### src/rtl/ring_pkg.sv
// Shared ring-router definitions: packet layout, route codes and slot-buffer sizing.
package ring_pkg;

    localparam int PACKET_SIZE   = 49;
    localparam int BUFFER_SIZE   = 4;
    localparam int STARVE_LIMIT  = 255;
    localparam int PKT_VALID_BIT = PACKET_SIZE - 1;
    localparam int AGE_MSB       = 47;
    localparam int AGE_LSB       = 32;

    localparam logic [1:0] ROUTE_LOCAL = 2'd0;
    localparam logic [1:0] ROUTE_CW    = 2'd1;
    localparam logic [1:0] ROUTE_CCW   = 2'd2;
    localparam logic [1:0] ROUTE_EJECT = 2'd3;

    typedef logic [PACKET_SIZE-1:0] packet_t;
    typedef logic [1:0]             route_t;

    // A stored packet always carries its valid bit, which doubles as slot occupancy.
    function automatic packet_t mark_valid(input packet_t p);
        packet_t r;
        r = p;
        r[PKT_VALID_BIT] = 1'b1;
        return r;
    endfunction

endpackage

### src/rtl/slot_buffer_ctrl_if.sv
// Link/allocator-facing bundle of the per-input slot manager.
interface slot_buffer_ctrl_if;
    import ring_pkg::*;

    packet_t                       in_packet;
    route_t                        in_route;
    logic                          in_valid;
    logic                          in_high;
    logic                          in_ready_high;
    logic                          in_ready_low;
    logic [15:0]                   grant_pos;
    logic                          grant_valid;
    logic                          grant_in_high;
    packet_t [BUFFER_SIZE-1:0]     buffer_high_prior;
    packet_t [BUFFER_SIZE-1:0]     buffer_low_prior;
    route_t  [BUFFER_SIZE-1:0]     buffer_high_prior_route_info;
    route_t  [BUFFER_SIZE-1:0]     buffer_low_prior_route_info;
    logic [2:0]                    occ_high;
    logic [2:0]                    occ_low;
    logic                          starve;
    logic                          err_grant;

    modport master (
        output in_packet, in_route, in_valid, in_high, grant_pos, grant_valid, grant_in_high,
        input  in_ready_high, in_ready_low, buffer_high_prior, buffer_low_prior,
               buffer_high_prior_route_info, buffer_low_prior_route_info,
               occ_high, occ_low, starve, err_grant
    );

    modport slave (
        input  in_packet, in_route, in_valid, in_high, grant_pos, grant_valid, grant_in_high,
        output in_ready_high, in_ready_low, buffer_high_prior, buffer_low_prior,
               buffer_high_prior_route_info, buffer_low_prior_route_info,
               occ_high, occ_low, starve, err_grant
    );

endinterface

### src/rtl/slot_bank.sv
// One priority class worth of packet slots: insert into lowest free slot, free on grant,
// optional per-slot wait counters for starvation detection.
module slot_bank
    import ring_pkg::*;
#(
    parameter bit EN_WAIT = 1'b0
) (
    input  logic                      clk,
    input  logic                      rst,
    input  logic                      ins_valid,
    input  packet_t                   ins_packet,
    input  route_t                    ins_route,
    input  logic                      grant_valid,
    input  logic [1:0]                grant_idx,
    output packet_t [BUFFER_SIZE-1:0] slots,
    output route_t  [BUFFER_SIZE-1:0] routes,
    output logic [2:0]                occ,
    output logic                      ready,
    output logic                      grant_err,
    output logic                      starve
);

    packet_t [BUFFER_SIZE-1:0] slots_r;
    route_t  [BUFFER_SIZE-1:0] routes_r;
    logic [2:0]                occ_r;
    logic                      ready_r;
    logic [BUFFER_SIZE-1:0]    valid_s;
    logic [1:0]                free_idx_s;
    logic                      has_free_s;
    logic                      accept_s;
    logic                      hit_s;
    logic [2:0]                occ_next_s;

    // Occupancy view of the slot array.
    always_comb begin
        valid_s = '0;
        for (int i = 0; i < BUFFER_SIZE; i++) begin
            valid_s[i] = slots_r[i][PKT_VALID_BIT];
        end
    end

    // Free-slot priority encoder: lowest empty index wins, evaluated on pre-grant state.
    always_comb begin
        free_idx_s = 2'd0;
        has_free_s = 1'b1;
        casez (valid_s)
            4'b???0: free_idx_s = 2'd0;
            4'b??01: free_idx_s = 2'd1;
            4'b?011: free_idx_s = 2'd2;
            4'b0111: free_idx_s = 2'd3;
            default: begin
                free_idx_s = 2'd0;
                has_free_s = 1'b0;
            end
        endcase
    end

    assign accept_s   = ins_valid & ready_r & has_free_s;
    assign hit_s      = grant_valid & valid_s[grant_idx];
    assign grant_err  = grant_valid & ~valid_s[grant_idx];
    assign occ_next_s = occ_r + {2'b00, accept_s} - {2'b00, hit_s};

    // Slot array, occupancy count and registered ready.
    always_ff @(posedge clk) begin
        if (rst) begin
            slots_r  <= '0;
            routes_r <= '0;
            occ_r    <= 3'd0;
            ready_r  <= 1'b1;
        end else begin
            for (int i = 0; i < BUFFER_SIZE; i++) begin
                if (accept_s && (free_idx_s == 2'(i))) begin
                    slots_r[i]  <= mark_valid(ins_packet);
                    routes_r[i] <= ins_route;
                end else if (hit_s && (grant_idx == 2'(i))) begin
                    slots_r[i]  <= '0;
                    routes_r[i] <= 2'd0;
                end else begin
                    slots_r[i]  <= slots_r[i];
                    routes_r[i] <= routes_r[i];
                end
            end
            occ_r   <= occ_next_s;
            ready_r <= (occ_next_s != 3'(BUFFER_SIZE));
        end
    end

    assign slots  = slots_r;
    assign routes = routes_r;
    assign occ    = occ_r;
    assign ready  = ready_r;

    if (EN_WAIT) begin : g_wait
        logic [7:0] wait_r [BUFFER_SIZE];
        logic       starve_s;

        // Saturating wait counters, cleared whenever the slot is written or granted.
        always_ff @(posedge clk) begin
            if (rst) begin
                for (int i = 0; i < BUFFER_SIZE; i++) begin
                    wait_r[i] <= 8'd0;
                end
            end else begin
                for (int i = 0; i < BUFFER_SIZE; i++) begin
                    if ((accept_s && (free_idx_s == 2'(i))) ||
                        (grant_valid && (grant_idx == 2'(i)))) begin
                        wait_r[i] <= 8'd0;
                    end else if (valid_s[i] && (wait_r[i] != 8'hFF)) begin
                        wait_r[i] <= wait_r[i] + 8'd1;
                    end else begin
                        wait_r[i] <= wait_r[i];
                    end
                end
            end
        end

        // Any slot at or past the limit raises starvation.
        always_comb begin
            starve_s = 1'b0;
            for (int i = 0; i < BUFFER_SIZE; i++) begin
                starve_s = starve_s | (wait_r[i] >= 8'(STARVE_LIMIT));
            end
        end

        assign starve = starve_s;
    end else begin : g_nowait
        assign starve = 1'b0;
    end

endmodule

### src/rtl/slot_buffer_ctrl.sv
// Per-input slot manager: steers arrivals and grants to the high/low slot banks and
// aggregates the sticky grant error and low-class starvation flag.
module slot_buffer_ctrl
    import ring_pkg::*;
(
    input  logic               clk,
    input  logic               rst,
    slot_buffer_ctrl_if.slave  bus
);

    logic ins_high_s;
    logic ins_low_s;
    logic gnt_high_s;
    logic gnt_low_s;
    logic err_high_s;
    logic err_low_s;
    logic starve_high_s;
    logic starve_low_s;
    logic err_grant_r;
    logic unused_grant_hi_s;

    assign ins_high_s = bus.in_valid & bus.in_high;
    assign ins_low_s  = bus.in_valid & ~bus.in_high;
    assign gnt_high_s = bus.grant_valid & bus.grant_in_high;
    assign gnt_low_s  = bus.grant_valid & ~bus.grant_in_high;

    // Only the low two grant bits address a slot in a 4-wide bank.
    assign unused_grant_hi_s = ^bus.grant_pos[15:2];

    slot_bank #(.EN_WAIT(1'b0)) u_high (
        .clk         (clk),
        .rst         (rst),
        .ins_valid   (ins_high_s),
        .ins_packet  (bus.in_packet),
        .ins_route   (bus.in_route),
        .grant_valid (gnt_high_s),
        .grant_idx   (bus.grant_pos[1:0]),
        .slots       (bus.buffer_high_prior),
        .routes      (bus.buffer_high_prior_route_info),
        .occ         (bus.occ_high),
        .ready       (bus.in_ready_high),
        .grant_err   (err_high_s),
        .starve      (starve_high_s)
    );

    slot_bank #(.EN_WAIT(1'b1)) u_low (
        .clk         (clk),
        .rst         (rst),
        .ins_valid   (ins_low_s),
        .ins_packet  (bus.in_packet),
        .ins_route   (bus.in_route),
        .grant_valid (gnt_low_s),
        .grant_idx   (bus.grant_pos[1:0]),
        .slots       (bus.buffer_low_prior),
        .routes      (bus.buffer_low_prior_route_info),
        .occ         (bus.occ_low),
        .ready       (bus.in_ready_low),
        .grant_err   (err_low_s),
        .starve      (starve_low_s)
    );

    // Sticky error: a grant hit an empty slot in either class; only reset clears it.
    always_ff @(posedge clk) begin
        if (rst) begin
            err_grant_r <= 1'b0;
        end else if (err_high_s || err_low_s) begin
            err_grant_r <= 1'b1;
        end else begin
            err_grant_r <= err_grant_r;
        end
    end

    assign bus.err_grant = err_grant_r;
    assign bus.starve    = starve_high_s | starve_low_s;

endmodule

### src/flat_wrapper.sv
// flat-port wrapper written by rule: the top's interface ports become plain ports
module slot_buffer_ctrl_flat import ring_pkg::*;
  (clk, rst, bus_in_packet, bus_in_route, bus_in_valid, bus_in_high, bus_grant_pos, bus_grant_valid, bus_grant_in_high, bus_in_ready_high, bus_in_ready_low, bus_buffer_high_prior, bus_buffer_low_prior, bus_buffer_high_prior_route_info, bus_buffer_low_prior_route_info, bus_occ_high, bus_occ_low, bus_starve, bus_err_grant);
  slot_buffer_ctrl_if bus_i ();
  input  logic clk;
  input  logic rst;
  input wire logic [$bits(bus_i.in_packet)-1:0] bus_in_packet;
  input wire logic [$bits(bus_i.in_route)-1:0] bus_in_route;
  input wire logic [$bits(bus_i.in_valid)-1:0] bus_in_valid;
  input wire logic [$bits(bus_i.in_high)-1:0] bus_in_high;
  input wire logic [$bits(bus_i.grant_pos)-1:0] bus_grant_pos;
  input wire logic [$bits(bus_i.grant_valid)-1:0] bus_grant_valid;
  input wire logic [$bits(bus_i.grant_in_high)-1:0] bus_grant_in_high;
  output wire logic [$bits(bus_i.in_ready_high)-1:0] bus_in_ready_high;
  output wire logic [$bits(bus_i.in_ready_low)-1:0] bus_in_ready_low;
  output wire logic [$bits(bus_i.buffer_high_prior)-1:0] bus_buffer_high_prior;
  output wire logic [$bits(bus_i.buffer_low_prior)-1:0] bus_buffer_low_prior;
  output wire logic [$bits(bus_i.buffer_high_prior_route_info)-1:0] bus_buffer_high_prior_route_info;
  output wire logic [$bits(bus_i.buffer_low_prior_route_info)-1:0] bus_buffer_low_prior_route_info;
  output wire logic [$bits(bus_i.occ_high)-1:0] bus_occ_high;
  output wire logic [$bits(bus_i.occ_low)-1:0] bus_occ_low;
  output wire logic [$bits(bus_i.starve)-1:0] bus_starve;
  output wire logic [$bits(bus_i.err_grant)-1:0] bus_err_grant;
  assign bus_i.in_packet = bus_in_packet;
  assign bus_i.in_route = bus_in_route;
  assign bus_i.in_valid = bus_in_valid;
  assign bus_i.in_high = bus_in_high;
  assign bus_i.grant_pos = bus_grant_pos;
  assign bus_i.grant_valid = bus_grant_valid;
  assign bus_i.grant_in_high = bus_grant_in_high;
  assign bus_in_ready_high = bus_i.in_ready_high;
  assign bus_in_ready_low = bus_i.in_ready_low;
  assign bus_buffer_high_prior = bus_i.buffer_high_prior;
  assign bus_buffer_low_prior = bus_i.buffer_low_prior;
  assign bus_buffer_high_prior_route_info = bus_i.buffer_high_prior_route_info;
  assign bus_buffer_low_prior_route_info = bus_i.buffer_low_prior_route_info;
  assign bus_occ_high = bus_i.occ_high;
  assign bus_occ_low = bus_i.occ_low;
  assign bus_starve = bus_i.starve;
  assign bus_err_grant = bus_i.err_grant;
  slot_buffer_ctrl u_core (.clk(clk), .rst(rst), .bus(bus_i));
endmodule
### config.mk
export PLATFORM = sky130hd
export DESIGN_NAME = slot_buffer_ctrl_flat
export DESIGN_NICKNAME = d
export VERILOG_FILES = /design/src/rtl/ring_pkg.sv /design/src/rtl/slot_buffer_ctrl_if.sv /design/src/rtl/slot_bank.sv /design/src/rtl/slot_buffer_ctrl.sv /design/src/flat_wrapper.sv
export SDC_FILE = /design/constraint.sdc
export NUM_CORES = 1
export LEC_CHECK = 0
export CAP_MARGIN = 20
export CORE_MARGIN = 10
export CORE_UTILIZATION = 45
export DETAILED_ROUTE_END_ITERATION = 8
export PLACE_DENSITY = 0.78
export SLEW_MARGIN = 10
export SYNTH_ARGS = -nofsm -noshare
export SYNTH_HDL_FRONTEND = slang
export SYNTH_SLANG_ARGS = --single-unit
### constraint.sdc
create_clock -name clk -period 5.7 [get_ports clk]
set_clock_uncertainty 0.2 [all_clocks]
set_input_delay 0.855 -clock clk [delete_from_list [all_inputs] [get_ports clk]]
set_output_delay 0.855 -clock clk [all_outputs]
set_load 0.02 [all_outputs]
Yosys cells after proc, flatten, opt, wreduce, memory -nomap -nowiden

Memory sizes are Yosys's and may differ from the RTL's.
Index checks and enable logic that the tools add are counted.

$add $sub $neg: 8
Multiply operators: 0
Divide/modulo/power cells: 0
Order comparisons: 5
Equal/unequal tests: 21
Shift operators: 0
Multiplexer cells: 98
Bitwise gates (word level): 33
Reduce and logical (&&, ||, !) cells: 42

Operators with widths:

| cell                | number |
|---|---|
| $mux 49             | 16 |
| $mux 8              | 12 |
| $mux 1              | 50 |
| $add 8x1->8 const B | 4 |
| $ge 8x8->1 const B  | 4 |
| $mux 2              | 16 |
| $ne 8x8->1 const B  | 4 |
| $logic_and 1x1->1   | 24 |
| $reduce_bool 2->1   | 8 |
| $or 1x1->1          | 15 |
| $and 1x1->1         | 12 |
| $eq 2x2->1 const B  | 6 |
| $pmux 2 s3          | 2 |
| $eq 2x1->1 const B  | 5 |
| $eq 4x3->1 const B  | 2 |
| $reduce_or 4->1     | 2 |
| $add 3x1->3         | 2 |
| $eq 3x2->1 const B  | 2 |
| $logic_not 2->1     | 3 |
| $ne 3x3->1 const B  | 2 |
| $not 1->1           | 6 |
| $sub 3x1->3         | 2 |
| $logic_or 1x1->1    | 5 |
| $bmux 1 s2          | 2 |
| $lt 2x3->1 const B  | 1 |

Flip-flop bits (word level): 417
Latch bits: 0
Memory bits (writable): 32
Bits in read-only memories: 0
Input bits: 73
Memories: 1

Memories:

| name                       | words | bits a word | rd ports | clocked after Yosys merged registers in | write ports | RTL line        | RTL |
|---|---|---|---|---|---|---|---|
| u_core.u_low.g_wait.wait_r | 4     | 8           | 4        | 0                                       | 4           | slot_bank.sv:94 | `logic [7:0] wait_r [BUFFER_SIZE];` |

Logic depth before layout (Yosys ltp)

Gate-level depths: netlist of run 1.

Depth after elaboration: 12
Depth in mapped cells: 12
Mapped depth without buffers: 11

Hierarchy

Synthesis of run 1 repeated with hierarchy kept, for this count alone.

Cell total of the unflattened synthesis: 1553
Area total of the unflattened synthesis: 16408.2 µm²

By module, submodules not included:

| module                     | times used | cells an instance | area each (µm²) |
|---|---|---|---|
| slot_bank at u_core.u_low  | 1          | 658               | 8282.9 |
| slot_bank at u_core.u_high | 1          | 887               | 8065.2 |
| slot_buffer_ctrl           | 1          | 8                 | 60.1 |

Worst setup path before layout of run 1

OpenSTA, ideal clock, no wires.

Path kind: input-to-reg
Start point: input bus_grant_pos[0]
End point: register u_core.u_high.ready_r, in the netlist u_core.u_high.ready
Arrival: 2806 ps
Setup slack: 2577 ps
Stages on the path: 10
Path through: buf_2 mux4_2 nor2_1 ha_1 inv_1 ha_1 fa_1 xor3_1 nor2_1 nand2_1

Cells in the longest elaborated chain, start to end: 5

RTL lines:

| what                         | RTL line           | RTL |
|---|---|---|
| start: declaration           | flat_wrapper.sv:11 | `input wire logic [$bits(bus_i.grant_pos)-1:0] bus_grant_pos;` |
| $bmux 1 s2                   | slot_bank.sv:59    | `assign hit_s = grant_valid & valid_s[grant_idx];` |
| $mux 1 (implied by the code) | slot_bank.sv:59    |  |
| $and 1x1->1                  | slot_bank.sv:59    |  |
| $sub 3x1->3                  | slot_bank.sv:61    | `assign occ_next_s = occ_r + {2'b00, accept_s} - {2'b00, hit_s};` |
| $ne 3x3->1                   | slot_bank.sv:84    | `ready_r <= (occ_next_s != 3'(BUFFER_SIZE));` |
| end signal: assignment       | slot_bank.sv:84    |  |
| end: declaration             | slot_bank.sv:26    | `logic ready_r;` |

No other way between the ends. The select of a mux whose other input is x is not followed.
A chain may end at the register's enable or synchronous reset.

==> PnR_summary.wiki, run 1 <==
{| class="wikitable"
! Metric !! Value
|-
| Die outline area || 45400 sq um
|-
| Kind of capture point of the worst setup path || output pin
|-
| Per-cell routed wire length || around 25 microns
|-
| Cell internal power dissipation || 0.00535 W
|-
| Relative contribution of combinational cells to total power || 9.9%
|-
| Pin count of the biggest net entering global routing || 143
|-
| Power share of the clock group || 43.6%
|-
| Setup-violating endpoint count in the final report || 0
|-
| Type of element launching the critical path || flop
|-
| Syn avg cell area || 10.1 sq um
|-
| Area share of the leading cell type in the synthesized netlist || between 40% and 50%
|-
| Most frequent cell after synthesis || sky130_fd_sc_hd__dfxtp_1
|-
| Cell area after synthesis || between 15000 and 20000 sq um
|-
| Number of antenna repair diodes || 0
|-
| Power density normalized to cell area || 306 nW/um^2
|-
| Total via count after detailed routing || 15200
|-
| Global-route wire length before repair || 92800 microns
|-
| Fraction of final layout cells sized beyond drive strength 1 || under 10%
|-
| Number of buffers inserted by port buffering || between 400 and 500
|-
| Post-CTS sizing || 0
|-
| Gate Count Post-Synth || ~1700
|-
| Antenna Nets Post-Route || 0
|-
| Number of warnings reported in the yosys synthesis log || 0
|-
| Post-CTS setup buffers || 0
|-
| Area inside the core boundary || 36700 sq um
|-
| Post-synthesis cell type count || 58
|-
| Post-route setup TNS || 0 ns
|-
| Area leader, netlist || sky130_fd_sc_hd__dfxtp_1
|-
| Worst min-delay path class || flop to flop
|-
| Area contributors post-synth || sky130_fd_sc_hd__dfxtp_1 50%, sky130_fd_sc_hd__a22o_1 10%, sky130_fd_sc_hd__edfxtp_1 5.7%
|-
| Number of enable-type register cells in the synthesized netlist || 32
|-
| Final Hold Fails || 0
|-
| TritonCTS buffer count || 46
|-
| Leakage || approximately 8.3 nW
|-
| Worst skew pair latency || approximately 0.56 ns
|-
| RSZ-0062 raised after global routing || false
|-
| Status || complete, no violations
|-
| Worst-Margin Slew || roughly 1.2 ns
|-
| Max-slew violation count || 0
|-
| Timing-limited maximum frequency || about 260 MHz
|-
| Sequential-to-total area share from yosys stat || a little under three fifths
|-
| H-tree Lvls || 2
|-
| Number of max-cap violations || 0
|-
| Number of global-route vias before repair || approximately 15000
|-
| Row count || 70
|-
| Synth-to-layout area growth || 39.2%
|-
| Total routing usage reported by global routing || 26.8%
|-
| HPWL reported at the end of detailed placement || 43300 microns
|-
| Critical path arrival || approximately 2.8 ns
|-
| Die outline width || approximately 210 microns
|-
| First-iteration detailed-routing DRC count || 1291
|-
| Peak fanout along the critical path || 10
|-
| Antenna violations before repair || 1
|-
| TritonCTS Sinks || approximately 450
|-
| Post-CTS clock slew at the launch and capture registers of the worst setup and hold paths || 0.06 ns
|-
| Classification of the worst setup path || flop to output pin
|-
| Detailed-route DRC error count || 0
|-
| Final clock period utilization by the worst path || 68.0%
|-
| DRT Pass-1 Iters || 5
|-
| CTS tree || yes
|-
| Pwr Total || 0.00714 W
|-
| Final critical path time including I/O delays and setup || slightly below 4 ns
|-
| Final net count || between 2000 and 2500
|-
| Clock root buffer master || sky130_fd_sc_hd__clkbuf_16
|-
| Top cell types by occurrence after synthesis || 417 x sky130_fd_sc_hd__dfxtp_1, 200 x sky130_fd_sc_hd__a22o_1, 173 x sky130_fd_sc_hd__nand2_1
|-
| Share of flip-flops with an asynchronous set or reset after synthesis || 0%
|-
| Effective utilization at floorplan || between 40 and 50%
|-
| Post-synthesis sequential element count || ~450
|-
| Syn Nets || 1747
|-
| Required time reported for the critical path endpoint || around 4.6 ns
|-
| Dominant synthesized flop cell || sky130_fd_sc_hd__dfxtp_1
|-
| Final Hold Slack || 0.266 ns
|-
| I/O Pins || 491
|-
| Net switching share of the total power || 25.1%
|-
| RD Place Congestion || 0.844
|-
| Total of fill cells in the finished design || 2845
|-
| Relative slew margins || between 10% and 20%
|-
| VDD IR-drop max || around 0.24 mV
|-
| Hold-fix buffers, CTS || 0
|-
| DR vias/cell || 5.92
|-
| Sequential group share of total power || between 40% and 50%
|-
| Net switching power || 0.00180 W
|-
| Routed wire length || around 64000 microns
|-
| Total gr overflow || 0
|-
| Maximum clock path buffer count || 3
|-
| Die Y || approximately 210 microns
|}
-- path summary, 6_finish.rpt --
path	start	end	slack, ns	cells past startpoint
worst min-delay path	u_core.u_low.slots[160]	u_core.u_low.slots[160]	0.27	2
worst max register to register	u_core.u_high.slots[48]	u_core.u_high.ready	2.88	10
worst min register to register	u_core.u_low.slots[160]	u_core.u_low.slots[160]	0.27	2
worst max-delay path	u_core.u_low.g_wait.wait_r[2][0]	bus_starve	1.82	5
-- state kept, by name (all words and copies together) (netlist names) --
register,count
u_core.u_high.slots,196
u_core.u_low.slots,196
u_core.u_low.g_wait.wait_r,32
u_core.u_high.routes,8
u_core.u_low.routes,8
u_core.u_high.occ,3
u_core.u_low.occ,3
u_core.bus.err_grant,1
u_core.u_high.ready,1
u_core.u_low.ready,1
-- cells by family (layout without fill, tap and decap cells) --
family / count (synthesis) / after routing / synth area share (%)
AOI/OAI and AO/OA: 545 / 545 / 25.1
xor gates and xnor gates: 14 / 14 / 0.903
muxes: 2 / 2 / 0.269
and+or+nand+nor: 330 / 330 / 9.74
buffers and inverters: 314 / 746 / 7.62
DFF: 449 / 449 / 55.5
adders and majority gates: 10 / 10 / 0.835
-- worst max-delay path, cell delays in order, from the launching register on --
cell,delay [ns]
sky130_fd_sc_hd__edfxtp_1,0.41
sky130_fd_sc_hd__ha_1,0.21
sky130_fd_sc_hd__nand3_1,0.16
sky130_fd_sc_hd__nor3_2,0.63
sky130_fd_sc_hd__or4_1,0.20
sky130_fd_sc_hd__clkdlybuf4s50_1,0.65
-- metrics by stage --
stage	instance area (sq um)	worst slack, ns	instances	utilization (%)
CTS	23300	1.81	2562	63.5
global placement	21700	1.85	2479	59.3
global route	23400	1.71	2564	63.6
finish	23400	1.82	2564	63.6
floorplan	16800	2.58	1664	-
detailed placement	21700	1.80	2479	59.3
-- layer usage --
layer	GRT usage, %	routed length [microns]	share of wire (%)
met2	43.4	30000	47
met5	0	8	0.012
met1	30.6	23500	37
met4	12.9	2960	4.6
met3	10.0	7880	12
-- layout make-up --
cell class	instances	area, sq um	area share [%]
tap	468	586	2.51
clock inverter	18	185	0.793
multi-input combinational	901	6300	27.0
sequential	449	9310	39.9
timing repair buffer	498	4980	21.3
clock buffer	65	1380	5.90
inverter	165	619	2.65
-- power by group through the flow --
stage | Clock (W) | Combinational, W | Sequential, W
after global placement | 0 | 0.000681 | 0.00338
after detailed placement | 0 | 0.000693 | 0.00338
final | 0.00311 | 0.000709 | 0.00332
after global routing | 0.00328 | 0.000745 | 0.00333
after floorplan | 0 | 0.000278 | 0.00346
after CTS | 0.00314 | 0.000698 | 0.00332
-- layout by cell type, fill, tap and decap left out, types with 4 or more instances in the layout --
master                            netlist  layout
sky130_fd_sc_hd__edfxtp_1              32      32
sky130_fd_sc_hd__clkbuf_16              0      50
sky130_fd_sc_hd__a211oi_1              12      12
sky130_fd_sc_hd__xnor2_1                4       4
sky130_fd_sc_hd__a22o_1               200     200
sky130_fd_sc_hd__dfxtp_1              417     417
sky130_fd_sc_hd__ha_1                   8       8
sky130_fd_sc_hd__nor2b_1               56      56
sky130_fd_sc_hd__nand3_1               16      16
sky130_fd_sc_hd__o21ai_0               10      10
sky130_fd_sc_hd__buf_4                  0      19
sky130_fd_sc_hd__nor3_1                19      18
sky130_fd_sc_hd__clkbuf_1              90       8
sky130_fd_sc_hd__a21oi_1              104     104
sky130_fd_sc_hd__nand2_1              173     172
sky130_fd_sc_hd__clkinv_2               0       8
sky130_fd_sc_hd__o211ai_1             102     102
sky130_fd_sc_hd__or4_1                  6       5
sky130_fd_sc_hd__o31ai_1                4       4
sky130_fd_sc_hd__clkbuf_8               0       7
sky130_fd_sc_hd__or3_1                  9       9
sky130_fd_sc_hd__nor2_1                17      14
sky130_fd_sc_hd__inv_1                163     163
sky130_fd_sc_hd__clkdlybuf4s50_1        0     474
sky130_fd_sc_hd__xor2_1                 8       8
sky130_fd_sc_hd__o32ai_1              100     100
sky130_fd_sc_hd__nor3_2                 3       4
(Power assumes the default switching activity.)
==> run 2: changes to the inputs <==
--- a/config.mk
+++ b/config.mk
@@ -7,7 +7,7 @@
 export LEC_CHECK = 0
 export CAP_MARGIN = 20
 export CORE_MARGIN = 10
-export CORE_UTILIZATION = 45
+export CORE_UTILIZATION = 43
 export DETAILED_ROUTE_END_ITERATION = 8
 export PLACE_DENSITY = 0.78
 export SLEW_MARGIN = 10
==> constraint.sdc (replaced) <==
create_clock -name clk -period 3.45 [get_ports clk]
set_clock_uncertainty 0.2 [all_clocks]
set_input_delay 0.5175 -clock clk [delete_from_list [all_inputs] [get_ports clk]]
set_output_delay 0.5175 -clock clk [all_outputs]
set_load 0.02 [all_outputs]
==> PnR_summary.wiki, run 2 (synthesized netlist as in run 1, its figures left out) <==
{| class="wikitable"
! Metric !! Value
|-
| Leakage || 8.43 nW (+1.6%)
|-
| Antenna Nets Post-Route || 0 (unchanged)
|-
| Non-filler instance count after layout || 2638 (+2.9%)
|-
| HPWL reported at the end of detailed placement || 44300 microns (+2.1%)
|-
| TritonCTS buffer count || 46 (unchanged)
|-
| Row count || 72 (+2.9%)
|-
| RSZ-0062 raised after global routing || false
|-
| Global-route wire length before repair || 95000 microns (+2.3%)
|-
| Number of max-cap violations || 0 (unchanged)
|-
| Type of element launching the critical path || flop
|-
| Total via count after detailed routing || 15300 (+1.1%)
|-
| Die Y || 218 microns (+2.1%)
|-
| Hold-fix buffers, CTS || 0 (unchanged)
|-
| Classification of the worst setup path || flop to output pin
|-
| Status || complete, no violations
|-
| H-tree Lvls || 2 (unchanged)
|-
| Final Hold Slack || 0.245 ns (-0.0215 ns)
|-
| Area inside the core boundary || 38600 sq um (+5.3%)
|-
| Detailed-route DRC error count || 0 (unchanged)
|-
| Source of the worst register-to-register timing path || u_core.u_low.slots[48]
|-
| Effective utilization at floorplan || 43.4% (-2.3 points)
|-
| Setup-violating endpoint count in the final report || 0 (unchanged)
|-
| Number of antenna repair diodes || 0 (unchanged)
|-
| Worst skew pair latency || 0.56 ns (about the same)
|-
| Family with the most delay on the worst path || simple AND/OR/NAND/NOR gates
|-
| Timing-limited maximum frequency || around 300 MHz
|-
| Synth-to-layout area growth || 40.8%
|-
| Chain of cells forming the critical path || ha_1, nand3_1, nor3_2, buf_4, or4_1, dlygate4sd2_1
|-
| Fin worst setup slack || 0.146 ns (-1.68 ns)
|-
| Worst min-delay path class || input port to flop
|-
| Die outline width || 218 microns (+2.1%)
|-
| Final critical path time including I/O delays and setup || 3.30 ns
|-
| Final Hold Fails || 0 (unchanged)
|-
| TritonCTS Sinks || 449 (unchanged)
|-
| Maximum clock path buffer count || 3 (unchanged)
|-
| Cell Area, Placed || 22000 sq um (+1.3%)
|-
| Max-slew violation count || 0 (unchanged)
|-
| Setup slack after placement || 0.0559 ns (-1.75 ns)
|-
| Total routing usage reported by global routing || 25.7% (-1.1 points)
|-
| Peak per-stage delay on the critical path || 0.57 ns (-0.08 ns)
|-
| Post-route standard cell area excluding fillers || 23600 sq um (+1.2%)
|-
| Antenna violations before repair || 0 (-1)
|-
| Post-CTS clock slew at the launch and capture registers of the worst setup and hold paths || 0.06 ns (about the same)
|-
| Post-route setup TNS || 0 ns (unchanged)
|-
| First-iteration detailed-routing DRC count || 1415 (+9.6%)
|-
| Number of global-route vias before repair || 15400 (+5.3%)
|-
| Post-CTS setup buffers || 0 (unchanged)
|-
| Buffers & Inverters on Critical Path || 2 (+1)
|-
| Critical path's slowest cell || sky130_fd_sc_hd__or4_1
|-
| Routed wire length || 63800 microns (-0.83%)
|-
| Die outline area || 47300 sq um (+4.2%)
|-
| Most common cell after layout, fill and taps aside || sky130_fd_sc_hd__clkdlybuf4s50_1
|-
| Pin count of the biggest net entering global routing || 132 (-7.7%)
|-
| I/O Pins || 491 (unchanged)
|-
| Cell total after placement || 2554 (+3.0%)
|-
| Required time reported for the critical path endpoint || 2.73 ns (-1.91 ns)
|-
| RD Place Congestion || 0.868 (+2.9%)
|-
| Fraction of final layout cells sized beyond drive strength 1 || 7.08% (+1.1 points)
|-
| Per-cell routed wire length || 24.2 microns (-3.6%)
|-
| Worst Setup SP || u_core.u_low.g_wait.wait_r[1][0]
|-
| Peak fanout along the critical path || 10 (unchanged)
|-
| VDD IR-drop max || 0.382 mV (+57%)
|-
| Final net count || 2167 (+1.1%)
|-
| Final clock period utilization by the worst path || about 96%
|-
| CTS tree || yes
|-
| Critical path arrival || 2.59 ns (-0.23 ns)
|-
| Commonest cells after routing, fill and taps aside || 473 x sky130_fd_sc_hd__clkdlybuf4s50_1, 417 x sky130_fd_sc_hd__dfxtp_1, 200 x sky130_fd_sc_hd__a22o_1, 172 x sky130_fd_sc_hd__nand2_1, 163 x sky130_fd_sc_hd__inv_1
|-
| Relative slew margins || 43.8% (+24 points)
|-
| Worst-Margin Slew || 0.842 ns (-0.368 ns)
|-
| DRT Pass-1 Iters || 6 (+1)
|-
| Number of buffers inserted by port buffering || 475 (unchanged)
|-
| DR vias/cell || 5.82 (-1.8%)
|-
| Kind of capture point of the worst setup path || output pin
|-
| Power density normalized to cell area || 501 nW/um^2 (+64%)
|-
| Clock root buffer master || sky130_fd_sc_hd__clkbuf_16
|-
| Launch point of the worst hold path || rst
|-
| Total gr overflow || 0 (unchanged)
|}
## run 2: cell types whose count changed in the layout (fill, tap and decap cells not counted), sizes merged
cell	change
buf	+23
dlygate4sd2	+1
clkinv	-6
clkinvlp	+1
bufinv	-1
clkbuf	+5
inv	+2
clkdlybuf4s50	-1
## run 2: path summary, 6_finish.rpt
path	endpoint	slack [ns]	cells after the start
worst max register to register	u_core.u_low.ready	0.63	11
worst min register to register	u_core.u_low.slots[174]	0.26	2
worst max-delay path	bus_starve	0.15	6
worst min-delay path	u_core.u_low.slots[97]	0.24	3
## run 2: stage by stage
stage	power, W	utilization (%)
4_1_cts	0.0119	61.1
3_5_place_dp	0.00676	57.0
2_1_floorplan	0.00617	-
3_3_place_gp	0.00673	57.0
6_report	0.0118	61.1
5_1_grt	0.0122	61.1
## run 2: timing repair
action	4_1_cts	5_1_grt
resized for setup	1	0
hold endpoints to repair	0	0
setup endpoints to repair	1	0
## run 2: layer usage
layer / vias up / GRT usage (%) / routed length, microns
li1: 6855 / - / -
met1: 7410 / 29.8 / 23500
met2: 902 / 42.0 / 29800
met3: 174 / 8.35 / 7320
met4: 0 / 12.9 / 3150
met5: - / 0 / 0
## run 2: report_power, final
part	switching [W]	internal [W]
logic	0.000735	0.000443
clock network	0.00212	0.00306
registers	0.0000993	0.00538
total	0.00295	0.00889
## run 2: final cells by class
type | count | area, sq um
Fill cell | 3095 | 15000
Timing Repair Buffer | 521 | 5160
Clock inverter | 14 | 143
Inverter | 165 | 619
Tap cell | 518 | 648
Sequential cell | 449 | 9310
Multi-Input combinational cell | 901 | 6300
Clock buffer | 70 | 1450
## run 2: tightest hold or removal path, stage by stage
cell and delay [ns]:
sky130_fd_sc_hd__buf_6 0.12, sky130_fd_sc_hd__buf_12 0.20, sky130_fd_sc_hd__nor2_1 0.13
